File: src/rtl/mem_stage.sv
// mem_stage: pipeline MEM stage sitting directly after EX.
// Registers the EX->MEM bus, completes loads against a data SRAM whose read
// data returns with variable latency, extracts/extends load data and drives
// the MEM->WB and MEM->ID (forwarding) buses.
// Optional feature macro: MEM_LOAD_ALIGN_EN enables sub-word load extraction
// (lb/lbu/lh/lhu). When undefined every load returns the full 32-bit word.
//
// Handshake: data_sram_rvalid qualifies data_sram_rdata for one cycle; it is
// only consumed while a load sits in bus_r and the FSM is in IDLE or WAIT,
// and is ignored in DONE or when no load is present.
module mem_stage #(
    parameter int unsigned EX_TO_MEM_WD = 79,
    parameter int unsigned MEM_TO_WB_WD = 70
) (
    input  logic                    clk,
    input  logic                    resetn,
    input  logic [5:0]              stall,
    input  logic [EX_TO_MEM_WD-1:0] ex_to_mem_bus,
    input  logic [31:0]             data_sram_rdata,
    input  logic                    data_sram_rvalid,
    output logic [MEM_TO_WB_WD-1:0] mem_to_wb_bus,
    output logic [37:0]             mem_to_id_bus,
    output logic                    stallreq_for_mem
);

    typedef enum logic [1:0] {
        ST_IDLE = 2'd0,
        ST_WAIT = 2'd1,
        ST_DONE = 2'd2
    } state_t;

    logic [EX_TO_MEM_WD-1:0] bus_r;
    state_t                  state;
    state_t                  state_nxt;
    logic [31:0]             rdata_q;

    // Fields of the registered EX->MEM bus
    logic [2:0]  load_op;
    logic [31:0] ex_pc;
    logic        data_ram_en;
    logic [3:0]  data_ram_wen;
    logic        sel_rf_res;
    logic        rf_we;
    logic [4:0]  rf_waddr;
    logic [31:0] ex_result;

    assign load_op      = bus_r[78:76];
    assign ex_pc        = bus_r[75:44];
    assign data_ram_en  = bus_r[43];
    assign data_ram_wen = bus_r[42:39];
    assign sel_rf_res   = bus_r[38];
    assign rf_we        = bus_r[37];
    assign rf_waddr     = bus_r[36:32];
    assign ex_result    = bus_r[31:0];

    logic is_load;
    assign is_load = data_ram_en & (data_ram_wen == 4'b0000);

    // Only bits 3 (MEM) and 4 (WB) of the global stall vector matter here
    logic unused_stall_bits;
    assign unused_stall_bits = ^{stall[5], stall[2:0]};

    // Bus register: bubble when MEM stalls but WB moves, hold when both stall
    always_ff @(posedge clk) begin
        if (!resetn) begin
            bus_r <= '0;
        end else if (stall[3] && !stall[4]) begin
            bus_r <= '0;
        end else if (!stall[3]) begin
            bus_r <= ex_to_mem_bus;
        end
    end

    // FSM state register
    always_ff @(posedge clk) begin
        if (!resetn) begin
            state <= ST_IDLE;
        end else begin
            state <= state_nxt;
        end
    end

    // FSM next-state logic
    always_comb begin
        state_nxt = state;
        case (state)
            ST_IDLE: begin
                if (is_load) begin
                    if (data_sram_rvalid) begin
                        // zero-stall load only finishes here if MEM is free to move
                        state_nxt = stall[3] ? ST_DONE : ST_IDLE;
                    end else begin
                        state_nxt = ST_WAIT;
                    end
                end
            end
            ST_WAIT: begin
                if (data_sram_rvalid) begin
                    state_nxt = ST_DONE;
                end
            end
            ST_DONE: begin
                if (!stall[3]) begin
                    state_nxt = ST_IDLE;
                end
            end
            default: state_nxt = ST_IDLE;
        endcase
    end

    // FSM outputs: stall request, capture enable and the qualified rvalid
    logic capture_en;
    logic rvalid_eff;

    always_comb begin
        stallreq_for_mem = 1'b0;
        capture_en       = 1'b0;
        rvalid_eff       = 1'b0;
        case (state)
            ST_IDLE: begin
                stallreq_for_mem = is_load & ~data_sram_rvalid;
                capture_en       = is_load & data_sram_rvalid;
                rvalid_eff       = is_load & data_sram_rvalid;
            end
            ST_WAIT: begin
                stallreq_for_mem = ~data_sram_rvalid;
                capture_en       = data_sram_rvalid;
                rvalid_eff       = data_sram_rvalid;
            end
            default: begin
                stallreq_for_mem = 1'b0;
                capture_en       = 1'b0;
                rvalid_eff       = 1'b0;
            end
        endcase
    end

    // Captured load data, held across external stalls until the load retires
    always_ff @(posedge clk) begin
        if (!resetn) begin
            rdata_q <= '0;
        end else if (capture_en) begin
            rdata_q <= data_sram_rdata;
        end
    end

    // Load data selection and (optional) sub-word extraction
    logic [31:0] load_word;
    logic [31:0] load_data;

`ifdef MEM_LOAD_ALIGN_EN
    logic [7:0]  load_byte;
    logic [15:0] load_half;

    always_comb begin
        load_word = rvalid_eff ? data_sram_rdata : rdata_q;
        case (ex_result[1:0])
            2'd0:    load_byte = load_word[7:0];
            2'd1:    load_byte = load_word[15:8];
            2'd2:    load_byte = load_word[23:16];
            default: load_byte = load_word[31:24];
        endcase
        load_half = ex_result[1] ? load_word[31:16] : load_word[15:0];
        case (load_op)
            3'b001:  load_data = {{24{load_byte[7]}}, load_byte};
            3'b010:  load_data = {24'd0, load_byte};
            3'b011:  load_data = {{16{load_half[15]}}, load_half};
            3'b100:  load_data = {16'd0, load_half};
            default: load_data = load_word;
        endcase
    end
`else
    logic unused_load_op;
    assign unused_load_op = ^load_op;

    always_comb begin
        load_word = rvalid_eff ? data_sram_rdata : rdata_q;
        load_data = load_word;
    end
`endif

    // Writeback data and output buses; forwarding hides unresolved load data
    logic [31:0] rf_wdata;

    always_comb begin
        rf_wdata      = sel_rf_res ? load_data : ex_result;
        mem_to_wb_bus = {ex_pc, rf_we, rf_waddr, rf_wdata};
        mem_to_id_bus = {rf_we & ~stallreq_for_mem, rf_waddr, rf_wdata};
    end

endmodule

File: config.mk
export PLATFORM = sky130hd
export DESIGN_NAME = mem_stage
export DESIGN_NICKNAME = d
export VERILOG_FILES = /design/src/rtl/mem_stage.sv
export SDC_FILE = /design/constraint.sdc
export NUM_CORES = 1
export LEC_CHECK = 0
export BUFFER_PORTS_ARGS = -buffer_cell sky130_fd_sc_hd__buf_2
export CAP_MARGIN = 0
export CORE_MARGIN = 1
export CORE_UTILIZATION = 44
export DETAILED_ROUTE_END_ITERATION = 8
export PLACE_DENSITY = 0.71
export SETUP_SLACK_MARGIN = 0.1
export SLEW_MARGIN = 20
export SYNTH_ARGS = -nofsm -noshare
export SYNTH_HDL_FRONTEND = slang
export SYNTH_SLANG_ARGS = --single-unit
export TNS_END_PERCENT = 10
File: constraint.sdc
create_clock -name clk -period 4.2 [get_ports clk]
set_input_delay 0.42 -clock clk [delete_from_list [all_inputs] [get_ports clk]]
set_output_delay 0.42 -clock clk [all_outputs]
set_load 0.01 [all_outputs]
==> results of run 1 <==
## how the worst max path moves through the flow
| stage | start | end | slack [ps] | cells past startpoint |
|---|---|---|---|---|
| after detailed placement | data_sram_rvalid | mem_to_wb_bus[14] | 1540 | 5 |
| after CTS | bus_r[41]$_SDFFE_PP0N_ | mem_to_id_bus[1] | 1240 | 6 |
| after floorplan | bus_r[41]$_SDFFE_PP0N_ | mem_to_wb_bus[10] | 2410 | 6 |
| after global placement | data_sram_rvalid | mem_to_wb_bus[29] | 1540 | 5 |
| after global routing | bus_r[39]$_SDFFE_PP0N_ | mem_to_id_bus[5] | 1010 | 6 |
| final | bus_r[39]$_SDFFE_PP0N_ | mem_to_id_bus[1] | 1280 | 6 |
## cells by family (layout without fill, tap and decap cells)
family / Yosys count / after routing / share of synthesized area [%]
AOI/OAI and AO/OA: 101 / 101 / 13.10
buffers and inverters: 164 / 279 / 18.51
DFF: 110 / 110 / 39.53
muxes: 76 / 76 / 13.66
and+or+nand+nor: 183 / 183 / 15.21
## flip-flops by register name (all words and copies together), names as in the netlist
register	flops
bus_r	76
rdata_q	32
state	2
## worst max-delay path: cells and delay by family, from the launching register on
kind / cells / cell delay (ps)
flip-flops: 1 / 320
buffers and inverters: 2 / 530
AND/OR/NAND/NOR: 2 / 310
AO/OA/AOI/OAI: 2 / 1000
## through the flow
stage / worst slack, ps / utilization (%) / cell area [sq um] / hold WS, ps
CTS: 1236 / 52.48 / 6382 / 289.9
floorplan: 2413 / - / 5570 / 457.3
global placement: 1538 / 49.88 / 6066 / 463.3
global route: 1013 / 52.50 / 6385 / 301.8
detailed placement: 1545 / 49.88 / 6066 / 469.3
finish: 1279 / 52.50 / 6385 / 303.0
## power by group
group | switching [W] | internal (W) | leakage, nW | total [W]
registers | 0.0000318 | 0.00109 | 0.899 | 0.00112
logic | 0.000192 | 0.000148 | 1.95 | 0.000340
clock network | 0.000375 | 0.000538 | 0.157 | 0.000913
total | 0.000599 | 0.00177 | 3.00 | 0.00237
## cells in the final DEF, fill, tap and decap left out, types with 30 or more instances in the layout
cell / Yosys / routed
buf_2: 19 / 220
a21boi_1: 30 / 30
mux2i_1: 76 / 76
o21ai_1: 31 / 30
inv_1: 34 / 34
nand3_1: 33 / 33
dfxtp_1: 110 / 109
nand4_1: 32 / 32
nor2_1: 76 / 76
o221ai_1: 32 / 32
nand2_1: 33 / 33
## area by class of cell
cell class                      count  area (sq um)  area share [%]
Timing Repair Buffer              229          1169           18.30
Inverter                           34         127.6           1.999
Sequential cell                   110          2206           34.55
Clock inverter                      4         70.07           1.097
Multi-Input combinational cell    360          2356           36.90
Clock buffer                       12         246.5           3.860
Tap cell                          168         210.2           3.292
## metal layers
layer | up-vias | track usage (%)
li1 | 2329 | -
met4 | 0 | 8.918
met2 | 154 | 34.71
met5 | - | 0
met1 | 2210 | 23.91
met3 | 17 | 3.653
==> impl_metrics.env, run 1 <==
export IMPL_cts_made_buffers=9
export IMPL_yosys_register_bits=110
export IMPL_clk_latency_ps=350
export IMPL_async_flop_share_pct=0
export IMPL_min_to="bus_r[30]$_SDFFE_PP0N_"
export IMPL_cts_hold_buf=0
export IMPL_critPathArrivalTime_ps=2500
export IMPL_nets=864
export IMPL_grt_pass1_wl_mm=20.60
export IMPL_hold_viol=0
export IMPL_synth_most_common_cell="dfxtp_1"
export IMPL_grt_start_max_net_pins=70
export IMPL_ys_types=29
export IMPL_gp_congestion=0.7592
export IMPL_worst_setup_path_end_kind="output port"
export IMPL_leakagePower_nw=3.002
export IMPL_grt_usage_pct=19.95
export IMPL_wl_met1_mm=5.535
export IMPL_r2r_start="bus_r[39]$_SDFFE_PP0N_"
export IMPL_synth_nets=754
export IMPL_netlist_area_sq_mm=0.005570
export IMPL_hold_class="input pin to register"
export IMPL_detailed_place_hpwl_mm=8.948
export IMPL_rsz0062_at_grt="no"
export IMPL_antenna_cells=0
export IMPL_ys_seq_area_share_pct=39.53
export IMPL_antenna_found_initial=0
export IMPL_cp_slowest_stage_delay_ps=870
export IMPL_die_area_sq_mm=0.01311
export IMPL_required_ps=3780
export IMPL_slew_headroom_pct=30.90
export IMPL_setup_viol=0
export IMPL_wl_per_cell_microns=14.20
export IMPL_crit_fanout=51
export IMPL_first_iter_violations=329
export IMPL_tns_ps=0
export IMPL_yosys_area_top_type="dfxtp_1"
export IMPL_clk_path_buf_depth=2
export IMPL_firstDrtPassIters=4
export IMPL_start_util_pct=45.80
export IMPL_cp_start_kind="register"
export IMPL_core_area_sq_mm=0.01216
export IMPL_finClkSkew_ps=5.992
export IMPL_boundaryPins=229
export IMPL_final_min_clock_period_ps=2921
export IMPL_ys_warn_count=0
export IMPL_vias_per_cell=5.136
export IMPL_period_share_pct=69.54
export IMPL_first_global_vias=4352
export IMPL_row_count=40
export IMPL_h_tree_depth=3
export IMPL_post_cts_buffers=0
export IMPL_drive_above_1_share_pct=33.78
export IMPL_hold_start="ex_to_mem_bus[30]"
export IMPL_status="finished clean"
export IMPL_rrSetupSlack_ps=2180
export IMPL_top_layer="met4"
export IMPL_synth_edff_count=0
export IMPL_wirelength_mm=13.02
export IMPL_vias=4710
export IMPL_finalMaxSlewViolations=0
export IMPL_portBuffers=221
export IMPL_netlist_instances=634
export IMPL_worst_r2r_cell_count=5
export IMPL_antenna_left=0
export IMPL_p_total_w=0.002372
export IMPL_clk_pin_slew_ps=70
export IMPL_holdPathStages=3
export IMPL_nFillCells=1134
export IMPL_synth_commonest_cells="110 x dfxtp_1, 87 x buf_4, 76 x mux2i_1, 76 x nor2_1, 34 x inv_1"
export IMPL_final_cells=917
export IMPL_overflow=0
export IMPL_drcViolationCount=0
export IMPL_max_cap_violations=0
export IMPL_wl_met2_mm=6.603
export IMPL_r2r_end="rdata_q[9]$_SDFF_PN0_"
export IMPL_syn_avg_cell_area_sq_um=8.786
export IMPL_cts_sinks=110
export IMPL_tightest_slew_ps=1037
export IMPL_powerDensity_mw_per_mm2=371.5
export IMPL_dp_cells=901
export IMPL_peakVddDrop_mv=0.2117
export IMPL_slowest_stage="a31o_2"
export IMPL_crit_chain="nor2_2 -> a31o_2 -> buf_4 -> nand4_1 -> o221ai_1 -> buf_2"
export IMPL_post_cts_resized=0
export IMPL_max_clock_freq_ghz=0.3424
export IMPL_area_delta_synth_final_pct=14.62
export IMPL_dominantRegCellSynth="dfxtp_1"
export IMPL_die_w_microns=114.5
export IMPL_cts_root_buffer="clkbuf_16"
export IMPL_cts_tree="yes"
export IMPL_critical_path_class="register to output port"
export IMPL_met3_length_microns=646
export IMPL_synthTopCellsByArea="dfxtp_1 40%, mux2i_1 14%, buf_4 12%, nor2_1 5.1%, o221ai_1 5.0%"
export IMPL_netlist_area_leader_share_pct=39.53
export IMPL_die_h_microns=114.5
Power figures use the tool's default switching activity.
==> run 2: changes to the inputs <==
Settings changed: PLACE_DENSITY 0.71 to 0.74.
Clock period 4.2 ns to 2.46 ns, I/O delays scaled along.
==> run 2 against run 1 <==
Compared with the run above: flip-flop and latch count unchanged; worst hold slack worse by 180 ps; via count down 2.5%; first-iteration DRC count down 16%; setup slack worse by 1000 ps; sequential share of layout area down 0.32 points; cell count up 0.87%; count of clock-buffer cells in the layout down 3.
==> impl_metrics.env, run 2 (same netlist as run 1, synthesis figures left out) <==
export IMPL_wl_per_cell_microns=13.51
export IMPL_worst_r2r_cell_count=5
export IMPL_h_tree_depth=3
export IMPL_leakagePower_nw=3.019
export IMPL_nets=870
export IMPL_hold_ws_ps=123.6
export IMPL_layout_commonest_cell="buf_2"
export IMPL_met3_length_microns=713
export IMPL_post_cts_buffers=0
export IMPL_first_iter_violations=278
export IMPL_crit_fanout=50
export IMPL_final_min_clock_period_ps=2191
export IMPL_area_delta_synth_final_pct=15.57
export IMPL_largestRegisters="bus_r: 76 flops, rdata_q: 32 flops, state: 2 flops"
export IMPL_wl_met1_mm=5.563
export IMPL_vias=4593
export IMPL_cts_tree="yes"
export IMPL_detailed_place_hpwl_mm=8.499
export IMPL_firstDrtPassIters=5
export IMPL_wirelength_mm=12.49
export IMPL_die_w_microns=114.5
export IMPL_clk_path_buf_depth=2
export IMPL_first_global_vias=4304
export IMPL_status="finished clean"
export IMPL_wl_met2_mm=6.048
export IMPL_cts_sinks=110
export IMPL_rsz0062_at_grt="no"
export IMPL_cts_root_buffer="clkbuf_16"
export IMPL_top_register="bus_r"
export IMPL_worst_setup_path_end_kind="output port"
export IMPL_row_count=40
export IMPL_antenna_found_initial=2
export IMPL_gp_congestion=0.7836
export IMPL_top_layer="met4"
export IMPL_critPathArrivalTime_ps=1940
export IMPL_grt_pass1_wl_mm=20.32
export IMPL_max_cap_violations=0
export IMPL_clk_pin_slew_ps=70
export IMPL_die_h_microns=114.5
export IMPL_holdPathStages=3
export IMPL_finClkSkew_ps=4.855
export IMPL_final_cells=925
export IMPL_hold_class="input pin to register"
export IMPL_finalMaxSlewViolations=0
export IMPL_setup_slack_ps=269.3
export IMPL_dp_cells=907
export IMPL_post_cts_resized=0
export IMPL_cts_made_buffers=9
export IMPL_cts_hold_buf=0
export IMPL_grt_start_max_net_pins=57
export IMPL_die_area_sq_mm=0.01311
export IMPL_drcViolationCount=0
export IMPL_drive_above_1_share_pct=34.57
export IMPL_tightest_slew_ps=930.7
export IMPL_vias_per_cell=4.965
export IMPL_cp_start_kind="register"
export IMPL_max_clock_freq_ghz=0.4565
export IMPL_hold_viol=0
export IMPL_powerDensity_mw_per_mm2=613.9
export IMPL_clk_latency_ps=340
export IMPL_setup_viol=0
export IMPL_required_ps=2210
export IMPL_largest_register_ffs=76
export IMPL_peakVddDrop_mv=0.5813
export IMPL_slew_headroom_pct=37.72
export IMPL_start_util_pct=45.80
export IMPL_post_place_ws_ps=545.9
export IMPL_overflow=0
export IMPL_core_area_sq_mm=0.01216
export IMPL_portBuffers=221
export IMPL_final_cell_mix="220 x buf_2, 109 x dfxtp_1, 76 x mux2i_1, 76 x nor2_1, 34 x inv_1"
export IMPL_period_share_pct=89.05
export IMPL_boundaryPins=229
export IMPL_antenna_left=0
export IMPL_critical_path_class="register to output port"
export IMPL_tns_ps=0
export IMPL_grt_usage_pct=19.58
run 2: critical path, cell delays in order (launching register included):
cell,delay (ps)
dfxtp_1,320
nor2_2,220
a31o_4,320
buf_12,250
nand4_1,140
o221ai_1,140
buf_2,180
run 2: path summary, 6_finish.rpt:
kind                     startpoint                     end  slack (ps)
max          bus_r[39]$_SDFFE_PP0N_       mem_to_id_bus[16]         270
max reg2reg  bus_r[39]$_SDFFE_PP0N_  rdata_q[19]$_SDFF_PN0_        1020
min               ex_to_mem_bus[27]  bus_r[27]$_SDFFE_PP0N_         120
min reg2reg   rdata_q[2]$_SDFF_PN0_   rdata_q[2]$_SDFF_PN0_         480
run 2: report_power, final:
group	internal (W)	switching (W)	leakage [nW]	total, W
clock	0.000791	0.000664	0.138	0.00146
combinational	0.000262	0.000340	1.98	0.000602
sequential	0.00186	0.0000382	0.899	0.00189
run 2: final cells by class:
class | instances | area, sq um
Clock inverter | 7 | 75.07
Clock buffer | 9 | 225.2
Inverter | 34 | 127.6
Fill cell | 1215 | 5724
Multi-Input combinational cell | 360 | 2365
Antenna cell | 2 | 5.005
Tap cell | 168 | 210.2
Sequential cell | 110 | 2203
Timing Repair Buffer | 235 | 1226
run 2: routing by layer:
layer / up-vias / global-route usage (%)
met3: 10 / 5.294
met4: 0 / 6.494
met2: 137 / 34.46
met5: - / 0
li1: 2333 / -
met1: 2113 / 22.97
run 2: through the flow:
stage          utilization (%)  total power (W)  cell area [sq um]
2_1_floorplan                -         0.002395               5570
5_1_grt                  52.91         0.004148               6435
4_1_cts                  52.82         0.004012               6424
3_3_place_gp             50.35         0.002531               6123
6_report                 52.93         0.003952               6437
3_5_place_dp             50.35         0.002542               6123
==> run 3: changes to the inputs <==
==> constraint.sdc (replaced) <==
create_clock -name clk -period 2.46 [get_ports clk]
set_input_delay 0.123 -clock clk [delete_from_list [all_inputs] [get_ports clk]]
set_output_delay 0.123 -clock clk [all_outputs]
set_load 0.01 [all_outputs]
==> run 3 against run 2 <==
Compared with the run above: flip-flop and latch count is the same; cell count increased by 4.3%; power increased by 3.8%; design area is 7.5% higher; fmax rose by 4.0%; worst hold slack got worse by 110 ps.
==> impl_metrics.env, run 3 (same netlist as run 1, synthesis figures left out) <==
export IMPL_status="finished clean"
export IMPL_cp_depth=6
export IMPL_portBuffers=221
export IMPL_cts_root_buffer="clkbuf_16"
export IMPL_powerDensity_mw_per_mm2=592.6
export IMPL_detailed_place_hpwl_mm=8.382
export IMPL_leakagePower_nw=3.222
export IMPL_final_area_sq_mm=0.006923
export IMPL_nets=912
export IMPL_wl_per_cell_microns=13.90
export IMPL_drive_above_1_share_pct=32.25
export IMPL_cts_sinks=110
export IMPL_finClkSkew_ps=3.609
export IMPL_core_area_sq_mm=0.01216
export IMPL_slowest_stage="nor2_4"
export IMPL_crit_chain="nor2_2 -> a31oi_4 -> nor2_4 -> buf_12 -> o221ai_1 -> buf_2"
export IMPL_hold_start="ex_to_mem_bus[18]"
export IMPL_max_cap_violations=0
export IMPL_post_cts_resized=0
export IMPL_grt_pass1_wl_mm=21.33
export IMPL_die_h_microns=114.5
export IMPL_clk_pin_slew_ps=70
export IMPL_largest_register_ffs=76
export IMPL_min_to="bus_r[18]$_SDFFE_PP0N_"
export IMPL_r2r_start="bus_r[41]$_SDFFE_PP0N_"
export IMPL_worst_setup_path_end_kind="output port"
export IMPL_first_global_vias=4433
export IMPL_gp_congestion=0.7452
export IMPL_hold_viol=0
export IMPL_r2r_end="rdata_q[0]$_SDFF_PN0_"
export IMPL_antenna_cells=0
export IMPL_overflow=0
export IMPL_largestRegisters="bus_r: 76 flops, rdata_q: 32 flops, state: 2 flops"
export IMPL_clk_latency_ps=340
export IMPL_start_util_pct=45.80
export IMPL_period_share_pct=85.64
export IMPL_cts_tree="yes"
export IMPL_clk_path_buf_depth=2
export IMPL_grt_start_max_net_pins=78
export IMPL_grt_usage_pct=20.53
export IMPL_cts_hold_buf=45
export IMPL_critical_path_class="register to output port"
export IMPL_die_w_microns=114.5
export IMPL_final_cell_mix="220 x buf_2, 109 x dfxtp_1, 76 x mux2i_1, 76 x nor2_1, 45 x dlygate4sd3_1"
export IMPL_firstDrtPassIters=5
export IMPL_crit_fanout=19
export IMPL_dpl_cell_area_sq_mm=0.006151
export IMPL_max_clock_freq_ghz=0.4746
export IMPL_tns_ps=0
export IMPL_layout_commonest_cell="buf_2"
export IMPL_path_delay_family="simple AND/OR/NAND/NOR gates"
export IMPL_critPathBufInv=2
export IMPL_setup_viol=0
export IMPL_finalMaxSlewViolations=0
export IMPL_boundaryPins=229
export IMPL_required_ps=2340
export IMPL_die_area_sq_mm=0.01311
export IMPL_vias_per_cell=4.954
export IMPL_slew_headroom_pct=63.17
export IMPL_critPathArrivalTime_ps=1980
export IMPL_peakVddDrop_mv=0.3462
export IMPL_antenna_left=0
export IMPL_cts_made_buffers=9
export IMPL_first_iter_violations=288
export IMPL_row_count=40
export IMPL_post_cts_buffers=0
export IMPL_h_tree_depth=3
export IMPL_rrSetupSlack_ps=1050
export IMPL_wirelength_mm=13.41
export IMPL_holdPathStages=3
export IMPL_final_min_clock_period_ps=2107
export IMPL_cp_slowest_stage_delay_ps=390
export IMPL_vias=4781
export IMPL_tightest_slew_ps=552.5
export IMPL_drcViolationCount=0
export IMPL_hold_class="input pin to register"
export IMPL_antenna_found_initial=0
export IMPL_worst_r2r_cell_count=5
export IMPL_rsz0062_at_grt="no"
export IMPL_cp_start_kind="register"
export IMPL_top_register="bus_r"
export IMPL_area_delta_synth_final_pct=24.28
==> run 3: cell count changes in the layout (fill, tap and decap cells not counted), sizes merged <==
cell,delta
buf,-3
clkbuf,+5
clkinv,-3
clkinvlp,-2
diode,-2
dlygate4sd3,+45
==> run 3: per-stage QoR <==
stage | cells | setup WS (ps) | hold slack [ps] | total power (W) | utilization (%)
2_1_floorplan | 634 | 969.7 | 266.9 | 0.002395 | -
3_3_place_gp | 904 | 735.2 | 351.4 | 0.002539 | 50.58
3_5_place_dp | 904 | 705.6 | 360.0 | 0.002548 | 50.58
4_1_cts | 965 | 318.8 | 0.2100 | 0.004156 | 56.92
5_1_grt | 965 | 204.6 | 9.653 | 0.004289 | 56.92
6_report | 965 | 353.2 | 13.35 | 0.004103 | 56.92
==> run 3: area by class of cell <==
| class | instances | area (sq um) |
|---|---|---|
| Fill cell | 1092 | 5239 |
| Multi-Input combinational cell | 360 | 2356 |
| Sequential cell | 110 | 2203 |
| Timing Repair Buffer | 277 | 1704 |
| Clock buffer | 14 | 284.0 |
| Tap cell | 168 | 210.2 |
| Inverter | 34 | 127.6 |
| Clock inverter | 2 | 37.54 |
==> run 3: worst max path at each step <==
stage                                 startpoint                 to  slack, ps
after floorplan           bus_r[41]$_SDFFE_PP0N_  mem_to_wb_bus[10]        970
after global placement    bus_r[41]$_SDFFE_PP0N_   mem_to_wb_bus[0]        740
after detailed placement  bus_r[41]$_SDFFE_PP0N_   mem_to_id_bus[0]        710
after CTS                 bus_r[41]$_SDFFE_PP0N_   mem_to_id_bus[0]        320
after global routing      bus_r[41]$_SDFFE_PP0N_   mem_to_wb_bus[0]        200
final                     bus_r[41]$_SDFFE_PP0N_   mem_to_id_bus[0]        350
==> run 3: worst reg2reg max path, stage by stage (launching register included) <==
cell	delay, ps
dfxtp_1	350
nor2_2	70
a31oi_4	220
buf_4	390
o21ai_0	150
a21boi_0	170
==> run 3: power breakdown <==
group	switching (W)	internal [W]	leakage, nW
combinational	0.000349	0.000313	2.17
clock	0.000637	0.000902	0.155
sequential	0.0000454	0.00186	0.899
==> run 3: routing by layer <==
metal,up-vias,wire (microns),GRT usage (%)
li1,2421,-,-
met1,2169,5840,25.05
met2,163,6454,34.63
met3,28,746,3.864
met4,0,372,10.22
met5,-,0,0
